**src/rtl/prefetch_buffer_if.sv**
```systemverilog
// Bundle of the prefetch buffer's memory-side and fetch-side signals.
// The buffer uses the master view; the fetch stage / memory model uses the slave view.
interface prefetch_buffer_if;
    logic [31:0] pc;
    logic [31:0] npc;
    logic        jump;
    logic        fence;
    logic [31:0] rdata;
    logic        ready;
    logic [31:0] instr;
    logic [31:0] fpc;
    logic        stall;

    modport master (
        input  pc, npc, jump, fence, rdata, ready,
        output instr, fpc, stall
    );

    modport slave (
        output pc, npc, jump, fence, rdata, ready,
        input  instr, fpc, stall
    );
endinterface

```
**src/rtl/prefetch_buffer.sv**
```systemverilog
// Instruction prefetch queue: fetches aligned words, stores 16-bit parcels in a
// circular buffer and presents one 16- or 32-bit instruction per cycle.
module prefetch_buffer #(
    parameter int unsigned DEPTH    = 8,
    parameter logic [31:0] RESET_PC = 32'h0000_0000,
    parameter logic [31:0] NOP      = 32'h0000_0013
) (
    input logic               clk,
    input logic               rst,
    prefetch_buffer_if.master bus
);

    localparam int unsigned     PW        = $clog2(DEPTH);
    localparam logic [PW-1:0]   PTR_ONE   = PW'(1);
    localparam logic [PW:0]     CNT_ZERO  = {(PW+1){1'b0}};
    localparam logic [PW:0]     CNT_ONE   = (PW+1)'(1);
    localparam logic [PW:0]     CNT_TWO   = (PW+1)'(2);
    localparam logic [PW:0]     CNT_DEPTH = (PW+1)'(DEPTH);

    logic [15:0]   buf_r [DEPTH];
    logic [PW-1:0] rptr_r;
    logic [PW-1:0] wptr_r;
    logic [PW:0]   count_r;
    logic [31:0]   fpc_r;
    logic          discard_r;

    logic [15:0]   p0_s;
    logic [15:0]   p1_s;
    logic          head_is32_s;
    logic          head_valid_s;
    logic [31:0]   instr_s;
    logic          flush_s;
    logic [PW:0]   free_s;
    logic          accept_s;
    logic [PW:0]   push_cnt_s;
    logic [PW:0]   cons_cnt_s;
    logic [31:0]   pc_delta_s;

    // Head decode: compressed needs one parcel, a 32-bit instruction needs two
    always_comb begin
        p0_s         = buf_r[rptr_r];
        p1_s         = buf_r[rptr_r + PTR_ONE];
        head_is32_s  = (p0_s[1:0] == 2'b11);
        head_valid_s = 1'b0;
        instr_s      = NOP;
        if ((count_r != CNT_ZERO) && !head_is32_s) begin
            head_valid_s = 1'b1;
            instr_s      = {16'h0000, p0_s};
        end else if (head_is32_s && (count_r >= CNT_TWO)) begin
            head_valid_s = 1'b1;
            instr_s      = {p1_s, p0_s};
        end else begin
            head_valid_s = 1'b0;
            instr_s      = NOP;
        end
    end

    // Write acceptance uses the count before this cycle's consume
    always_comb begin
        flush_s  = bus.jump | bus.fence;
        free_s   = CNT_DEPTH - count_r;
        accept_s = bus.ready && !flush_s && (free_s >= CNT_TWO);
        if (accept_s) begin
            push_cnt_s = discard_r ? CNT_ONE : CNT_TWO;
        end else begin
            push_cnt_s = CNT_ZERO;
        end
    end

    // Consume amount; anything outside the legal 1/2-parcel steps is ignored
    always_comb begin
        pc_delta_s = bus.npc - bus.pc;
        cons_cnt_s = CNT_ZERO;
        if (!flush_s && head_valid_s) begin
            case (pc_delta_s)
                32'd2:   cons_cnt_s = CNT_ONE;
                32'd4:   cons_cnt_s = (count_r >= CNT_TWO) ? CNT_TWO : CNT_ZERO;
                default: cons_cnt_s = CNT_ZERO;
            endcase
        end else begin
            cons_cnt_s = CNT_ZERO;
        end
    end

    // Pointer, occupancy, fetch address and discard-flag state
    always_ff @(posedge clk) begin
        if (rst) begin
            rptr_r    <= {PW{1'b0}};
            wptr_r    <= {PW{1'b0}};
            count_r   <= CNT_ZERO;
            fpc_r     <= {RESET_PC[31:2], 2'b00};
            discard_r <= RESET_PC[1];
        end else if (flush_s) begin
            rptr_r    <= {PW{1'b0}};
            wptr_r    <= {PW{1'b0}};
            count_r   <= CNT_ZERO;
            fpc_r     <= {bus.npc[31:2], 2'b00};
            discard_r <= bus.npc[1];
        end else begin
            rptr_r  <= rptr_r + cons_cnt_s[PW-1:0];
            wptr_r  <= wptr_r + push_cnt_s[PW-1:0];
            count_r <= count_r + push_cnt_s - cons_cnt_s;
            if (accept_s) begin
                fpc_r     <= fpc_r + 32'd4;
                discard_r <= 1'b0;
            end
        end
    end

    // Parcel storage; a set discard flag drops the low half of the first word
    always_ff @(posedge clk) begin
        if (rst) begin
            for (int i = 0; i < int'(DEPTH); i++) begin
                buf_r[i] <= 16'h0000;
            end
        end else if (accept_s) begin
            if (discard_r) begin
                buf_r[wptr_r] <= bus.rdata[31:16];
            end else begin
                buf_r[wptr_r]           <= bus.rdata[15:0];
                buf_r[wptr_r + PTR_ONE] <= bus.rdata[31:16];
            end
        end
    end

    assign bus.instr = instr_s;
    assign bus.stall = ~head_valid_s;
    assign bus.fpc   = fpc_r;

endmodule

```
**src/flat_wrapper.sv**
```systemverilog
// flat-port wrapper written by rule: the top's interface ports become plain ports
module prefetch_buffer_flat 
#(
    parameter int unsigned DEPTH    = 8,
    parameter logic [31:0] RESET_PC = 32'h0000_0000,
    parameter logic [31:0] NOP      = 32'h0000_0013
)
  (clk, rst, bus_pc, bus_npc, bus_jump, bus_fence, bus_rdata, bus_ready, bus_instr, bus_fpc, bus_stall);
  prefetch_buffer_if bus_i ();
  input logic clk;
  input logic rst;
  input wire logic [$bits(bus_i.pc)-1:0] bus_pc;
  input wire logic [$bits(bus_i.npc)-1:0] bus_npc;
  input wire logic [$bits(bus_i.jump)-1:0] bus_jump;
  input wire logic [$bits(bus_i.fence)-1:0] bus_fence;
  input wire logic [$bits(bus_i.rdata)-1:0] bus_rdata;
  input wire logic [$bits(bus_i.ready)-1:0] bus_ready;
  output wire logic [$bits(bus_i.instr)-1:0] bus_instr;
  output wire logic [$bits(bus_i.fpc)-1:0] bus_fpc;
  output wire logic [$bits(bus_i.stall)-1:0] bus_stall;
  assign bus_i.pc = bus_pc;
  assign bus_i.npc = bus_npc;
  assign bus_i.jump = bus_jump;
  assign bus_i.fence = bus_fence;
  assign bus_i.rdata = bus_rdata;
  assign bus_i.ready = bus_ready;
  assign bus_instr = bus_i.instr;
  assign bus_fpc = bus_i.fpc;
  assign bus_stall = bus_i.stall;
  prefetch_buffer #(.DEPTH(DEPTH), .RESET_PC(RESET_PC), .NOP(NOP)) u_core (.clk(clk), .rst(rst), .bus(bus_i));
endmodule
```
**config.mk**
```make
export PLATFORM = sky130hd
export DESIGN_NAME = prefetch_buffer_flat
export DESIGN_NICKNAME = d
export VERILOG_FILES = /design/src/rtl/prefetch_buffer_if.sv /design/src/rtl/prefetch_buffer.sv /design/src/flat_wrapper.sv
export SDC_FILE = /design/constraint.sdc
export NUM_CORES = 1
export LEC_CHECK = 0
export ABC_AREA = 1
export BUFFER_PORTS_ARGS = -buffer_cell sky130_fd_sc_hd__buf_4
export CAP_MARGIN = 20
export CORE_MARGIN = 2
export CORE_UTILIZATION = 50
export DETAILED_ROUTE_END_ITERATION = 8
export GPL_ROUTABILITY_DRIVEN = 0
export PLACE_DENSITY = 0.74
export SLEW_MARGIN = 40
export SYNTH_ARGS = -nofsm -noshare
export SYNTH_HDL_FRONTEND = slang
export SYNTH_SLANG_ARGS = --single-unit
```
**constraint.sdc**
```tcl
create_clock -name clk -period 4.75 [get_ports clk]
set_input_delay 0.95 -clock clk [delete_from_list [all_inputs] [get_ports clk]]
set_output_delay 0.95 -clock clk [all_outputs]
set_load 0.1 [all_outputs]
```
Word-level counts from Yosys, hierarchy flattened
Memories as Yosys holds them, arrays and structs flattened. A register that Yosys moved wholly into a read port is not among the register bits.
Cells that the tools add are included.
{"block": "totals", "reg_bits": 43, "word_cells": 67, "input_bits": 101, "memories": 1, "ram_bits": 128}
{"block": "op_classes", "bitwise_logic": 3, "addsub": 9, "n_eq_ne": 3, "magnitude_cmp": 2, "reduce_logical": 12, "mux": 31}
{"memory": "u_core.buf_r", "depth": 8, "width": 16, "rd": 2, "rd_ports_with_merged_regs": 1, "write_ports": 8, "line": "prefetch_buffer.sv:20", "source": "logic [15:0] buf_r [DEPTH];"}
{"op": "$mux W32", "count": 4}
{"op": "$mux W16", "count": 3}
{"op": "$add A32 B3 Y32 const B", "count": 1}
{"op": "$eq A32 B2 Y1 const B", "count": 1}
{"op": "$eq A32 B3 Y1 const B", "count": 1}
{"op": "$reduce_or A16 Y1", "count": 2}
{"op": "$sub A32 B32 Y32", "count": 1}
{"op": "$mux W1", "count": 16}
{"op": "$mux W3", "count": 3}
{"op": "$ge A4 B2 Y1 const B", "count": 2}
{"op": "$mux W4", "count": 2}
{"op": "$pmux W4 S2", "count": 1}
{"op": "$add A3 B1 Y3 const B", "count": 2}
{"op": "$add A3 B3 Y3", "count": 2}
{"op": "$logic_and A1 B1 Y1", "count": 5}
{"op": "$add A4 B4 Y4", "count": 1}
{"op": "$mux W2", "count": 2}
{"op": "$reduce_bool A4 Y1", "count": 1}
{"op": "$sub A4 B4 Y4", "count": 1}
{"op": "$sub A4 B4 Y4 const A", "count": 1}
{"op": "$eq A2 B2 Y1 const B", "count": 1}
{"op": "$logic_not A1 Y1", "count": 2}
{"op": "$or A1 B1 Y1", "count": 2}
{"op": "$reduce_bool A2 Y1", "count": 1}
{"op": "2 further kinds", "count": 2}

Logic depth before layout (Yosys ltp)
{"block": "depth", "word_depth": 10, "mapped_depth": 26, "ltp_nobuf": 26}

Worst setup path after synthesis
No wires, ideal clock.
{"block": "synth_timing", "path_type": "register -> output", "startpoint": "register u_core.rptr_r[1] (netlist name)", "endpoint": "output bus_instr[10]", "t_arrival_ns": 2.954, "path_stages_with_launch": 13, "setup_slack_ns": 0.846, "n_path_buf": 3, "t_required_ns": 3.800, "cell_sequence": "dfxtp_1 -> buf_2 -> inv_2 -> buf_2 -> o21ai_1 -> o22ai_1 -> nand2_1 -> nand2_1 -> nand2_1 -> nand3_1 -> nand2_1 -> buf_2 -> nor2_1"}
{"element": "end, declared", "line": "flat_wrapper.sv:18", "source": "output wire logic [$bits(bus_i.instr)-1:0] bus_instr;"}

==> flow_summary_export.csv <==
group,metric,value,unit
run_status,run_status,"complete, no violations",
power_and_ir_drop,power.ir.vdd_worst,208.4,uV
power_and_ir_drop,leakagePower,7.748,nW
power_and_ir_drop,power_frac_clock,34.5,%
logic_synthesis,count_of_unique_library_cells_instantiated_by_yosys,48,
logic_synthesis,synth_top_family_by_area,"simple AND/OR/NAND/NOR gates",
sta,timing.fmax,221.0,MHz
sta,layout_setup_ws,0.2245,ns
clock_network,tritoncts,"yes",
clock_network,post_cts.repair.setup_buffers,0,
power_and_ir_drop,cellInternalPower,2.650,mW
logic_synthesis,ys_dominant_reg_cell,"sky130_fd_sc_hd__edfxtp_1",
min_path,hold_path_class,"reg -> reg",
worst_setup_path,cp.arrival,3.58,ns
worst_setup_path,critPathMaxFanout,65,
floorplanning,floorplan.die.width,172.9,um
floorplanning,design.portCount,166,
finish,multi_input_area,0.008080,mm^2
detailed_routing,wirelength,49.77,mm
logic_synthesis,synth.area.mux_share,0,%
logic_synthesis,synth_compound_gate_area_share,10.03,%
finish,drive_gt1_share,12.67,%
global_route,gr-total-overflow,0,
sta,timing_max_transition_violations_final,0,
sta,hold_viol,0,
floorplanning,die_area,0.02991,mm^2
global_route,grt_first_pass_wirelength,76.89,mm
power_and_ir_drop,power_density,248.5,mW/mm^2
clock_network,cts_resized,0,
sta,final_period_minus_worst_setup_slack,4.525,ns
worst_setup_path,worstSetupPathType,"reg -> out",
sta,tightest_slew,0.8831,ns
detailed_routing,first_pass_iters,8,
logic_synthesis,synthesis.instances,2154,
logic_synthesis,synth-edff-count,128,
logic_synthesis,synth.cell_area,0.01427,mm^2
logic_synthesis,synthDominantAreaCellType,"sky130_fd_sc_hd__edfxtp_1",
clock_network,cts_buffers,17,
clock_network,clock_tree.htree_level_count,4,
logic_synthesis,async_set_or_reset_flop_fraction_in_the_synthesized_netlist,0,%
place,dp_worst_setup_slack,0.4325,ns
min_path,min-delay-start,"u_core.bus.fpc[5]",
clock_network,cts.reportedPaths.clkPinSlew,0.07,ns
logic_synthesis,synth-warning-count,0,
min_path,hold_path_depth,2,
sta,worst_clock_skew,0.01413,ns
sta,holdWs,0.5296,ns
worst_setup_path,timing.rr.end,"u_core.count_r[3]",
finish,num_antenna_cells,0,
logic_synthesis,synth-simple-area-share,39.94,%
sta,timing.max_slew.rel_slack,40.94,%
power_and_ir_drop,power,4.001,mW
worst_setup_path,crit_path_end_kind,"output port",
detailed_routing,routed-via-count,15310,
finish,area_growth_syn_to_layout,12.85,%
finish,num-nets-final,2379,
detailed_routing,drcViolationCount,0,
logic_synthesis,netlist_top_cells_area,"sky130_fd_sc_hd__edfxtp_1 27%, sky130_fd_sc_hd__nand2_1 16%, sky130_fd_sc_hd__nand3_1 9.4%",
place,port_buffers,163,
floorplanning,placement_rows,61,
global_route,gr-usage-all-layers,32.49,%
place,place_area,0.01554,mm^2
power_and_ir_drop,share_comb_of_total_power,23.0,%
power_and_ir_drop,switching_power,1.352,mW
sta,crit_share_post_route,95.27,%
worst_setup_path,timing_startpoint_of_the_critical_path,"u_core.rptr_r[0]",
finish,n_fill_cell,2649,
clock_network,cts_root_buf,"sky130_fd_sc_hd__clkbuf_16",
worst_setup_path,crit-reg2reg-launch,"u_core.rptr_r[0]",
clock_network,maximum_number_of_buffers_from_clock_root_to_sink,2,
logic_synthesis,post_synth_fa_ha_maj_area_fraction,4.647,%
worst_setup_path,critical_path.max_stage_delay,0.75,ns
worst_setup_path,worst_path_most_repeated_cell,"sky130_fd_sc_hd__nand2_1",
logic_synthesis,yosys_register_bits,169,
clock_network,numClockSinks,169,
logic_synthesis,synth_top_area_share,26.94,%
min_path,hold-path-endpoint,"u_core.bus.fpc[5]",
power_and_ir_drop,netSwitchingFraction,33.78,%
worst_setup_path,worst_path_max_delay_cell,"sky130_fd_sc_hd__dfxtp_4",
floorplanning,initial_core_util,51.08,%
power_and_ir_drop,seq_power_share,42.5,%
detailed_routing,post_drt_via_cell_ratio,5.844,
logic_synthesis,yosysMostFrequentCell,"sky130_fd_sc_hd__nand2_1",
worst_setup_path,crit_path_start_kind,"register",
finish,area.sequential,0.004668,mm^2
finish,stdcell_count,2619,
global_route,grt_pass1_vias,14400,
worst_setup_path,path_cells,"clkinv_2 -> o21ai_0 -> o21ai_0 -> nand2_1 -> nand2_1 -> nand3_1 -> nand2_1 -> nor2_1 -> buf_4",
flow_run,maxCapViolations,0,
logic_synthesis,synth.yosys.seq_area_share,32.69,%
finish,layout.core_utilization,57.65,%
finish,final_instance_area,0.01610,mm^2
floorplanning,die_h,172.9,um
detailed_routing,initialDrtViolationCount,1822,
detailed_routing,route.detailed.wl_per_inst,19.00,um
detailed_routing,drt.antenna.violating_nets,0,
sta,setup_violations,0,
floorplanning,core_region_area,0.02793,mm^2
logic_synthesis,xor_xnor_fraction_of_synth_area,1.903,%
place,detailed_place_hpwl,35.06,mm
logic_synthesis,netlist_top_cells_count,"619 x sky130_fd_sc_hd__nand2_1, 281 x sky130_fd_sc_hd__nor2_1, 268 x sky130_fd_sc_hd__nand3_1, 215 x sky130_fd_sc_hd__inv_1, 128 x sky130_fd_sc_hd__edfxtp_1",
worst_setup_path,worst_ep_required_time,3.80,ns
global_route,grt_max_degree,68,
clock_network,cts_hold_repair.buffers,0,
place,dp_cells,2587,
worst_setup_path,timing.reg2reg.worst_path_depth,17,
clock_network,clk_lat_worst_skew,0.44,ns
logic_synthesis,syn-mean-instance-area,6.625,um^2
worst_setup_path,r2r_slack,0.65,ns
sta,setup-tns-final,0,ns
sta,rsz0062_at_grt,"no",
global_route,grt_antenna_before_repair,0,
==> worst max-delay path: cells and delay by family (launching register included) <==
kind	cells	cell delay, ns
AO/OA/AOI/OAI	2	0.48
flip-flops	1	0.75
buffers and inverters	2	0.73
AND/OR/NAND/NOR	5	1.14
==> worst max path at each step <==
| stage | to | depth (start not counted) | slack, ns |
|---|---|---|---|
| after floorplan | bus_instr[10] | 12 | 0.85 |
| after global placement | u_core.count_r[3] | 20 | 0.51 |
| after detailed placement | u_core.count_r[2] | 22 | 0.43 |
| after CTS | bus_instr[10] | 9 | 0.37 |
| after global routing | bus_instr[5] | 9 | 0.03 |
| final | bus_instr[10] | 9 | 0.22 |
==> area by class of cell <==
class / instances / share of cell area (%)
Clock buffer: 18 / 2.665
Tap cell: 378 / 2.937
Timing Repair Buffer: 197 / 9.183
Multi-Input combinational cell: 1620 / 50.17
Inverter: 223 / 5.205
Sequential cell: 169 / 28.99
Clock inverter: 14 / 0.8469
==> registers in the layout (all words and copies together), names as in the netlist <==
| name | cells |
|---|---|
| u_core.buf_r | 128 |
| u_core.bus.fpc | 30 |
| u_core.count_r | 4 |
| u_core.rptr_r | 3 |
| u_core.wptr_r | 3 |
| u_core.discard_r | 1 |
==> cell families (layout without fill, tap and decap cells) <==
logic type	count (synthesis)	after routing
other cells	1	2
xor+xnor	31	31
simple gates	1297	1297
flops	169	169
buf+inv	366	452
compound gates	240	240
fa+ha+maj	50	50
==> cell usage in the layout (no fill, tap or decap), drive strengths merged, types with 41 or more instances in the layout <==
cell type    n
nor2       290
edfxtp     128
dfxtp       41
inv        228
buf        197
ha          45
nand2      619
o21ai       94
a21oi       62
nand3      271
==> metal layers <==
metal	GRT usage [%]	vias up	share of wire [%]
li1	-	7182	-
met1	40.34	6857	37
met2	53.72	1065	45
met3	5.783	202	12
met4	17.73	0	5.8
met5	0	-	0
==> power by group through the flow <==
stage / sequential [mW] / combinational, mW / clock, mW
after global placement: 1.73 / 0.896 / 0
after floorplan: 1.84 / 0.513 / 0
after CTS: 1.70 / 0.906 / 1.38
after global routing: 1.71 / 0.992 / 1.44
after detailed placement: 1.73 / 0.904 / 0
final: 1.70 / 0.922 / 1.38
(Power assumes the default switching activity.)
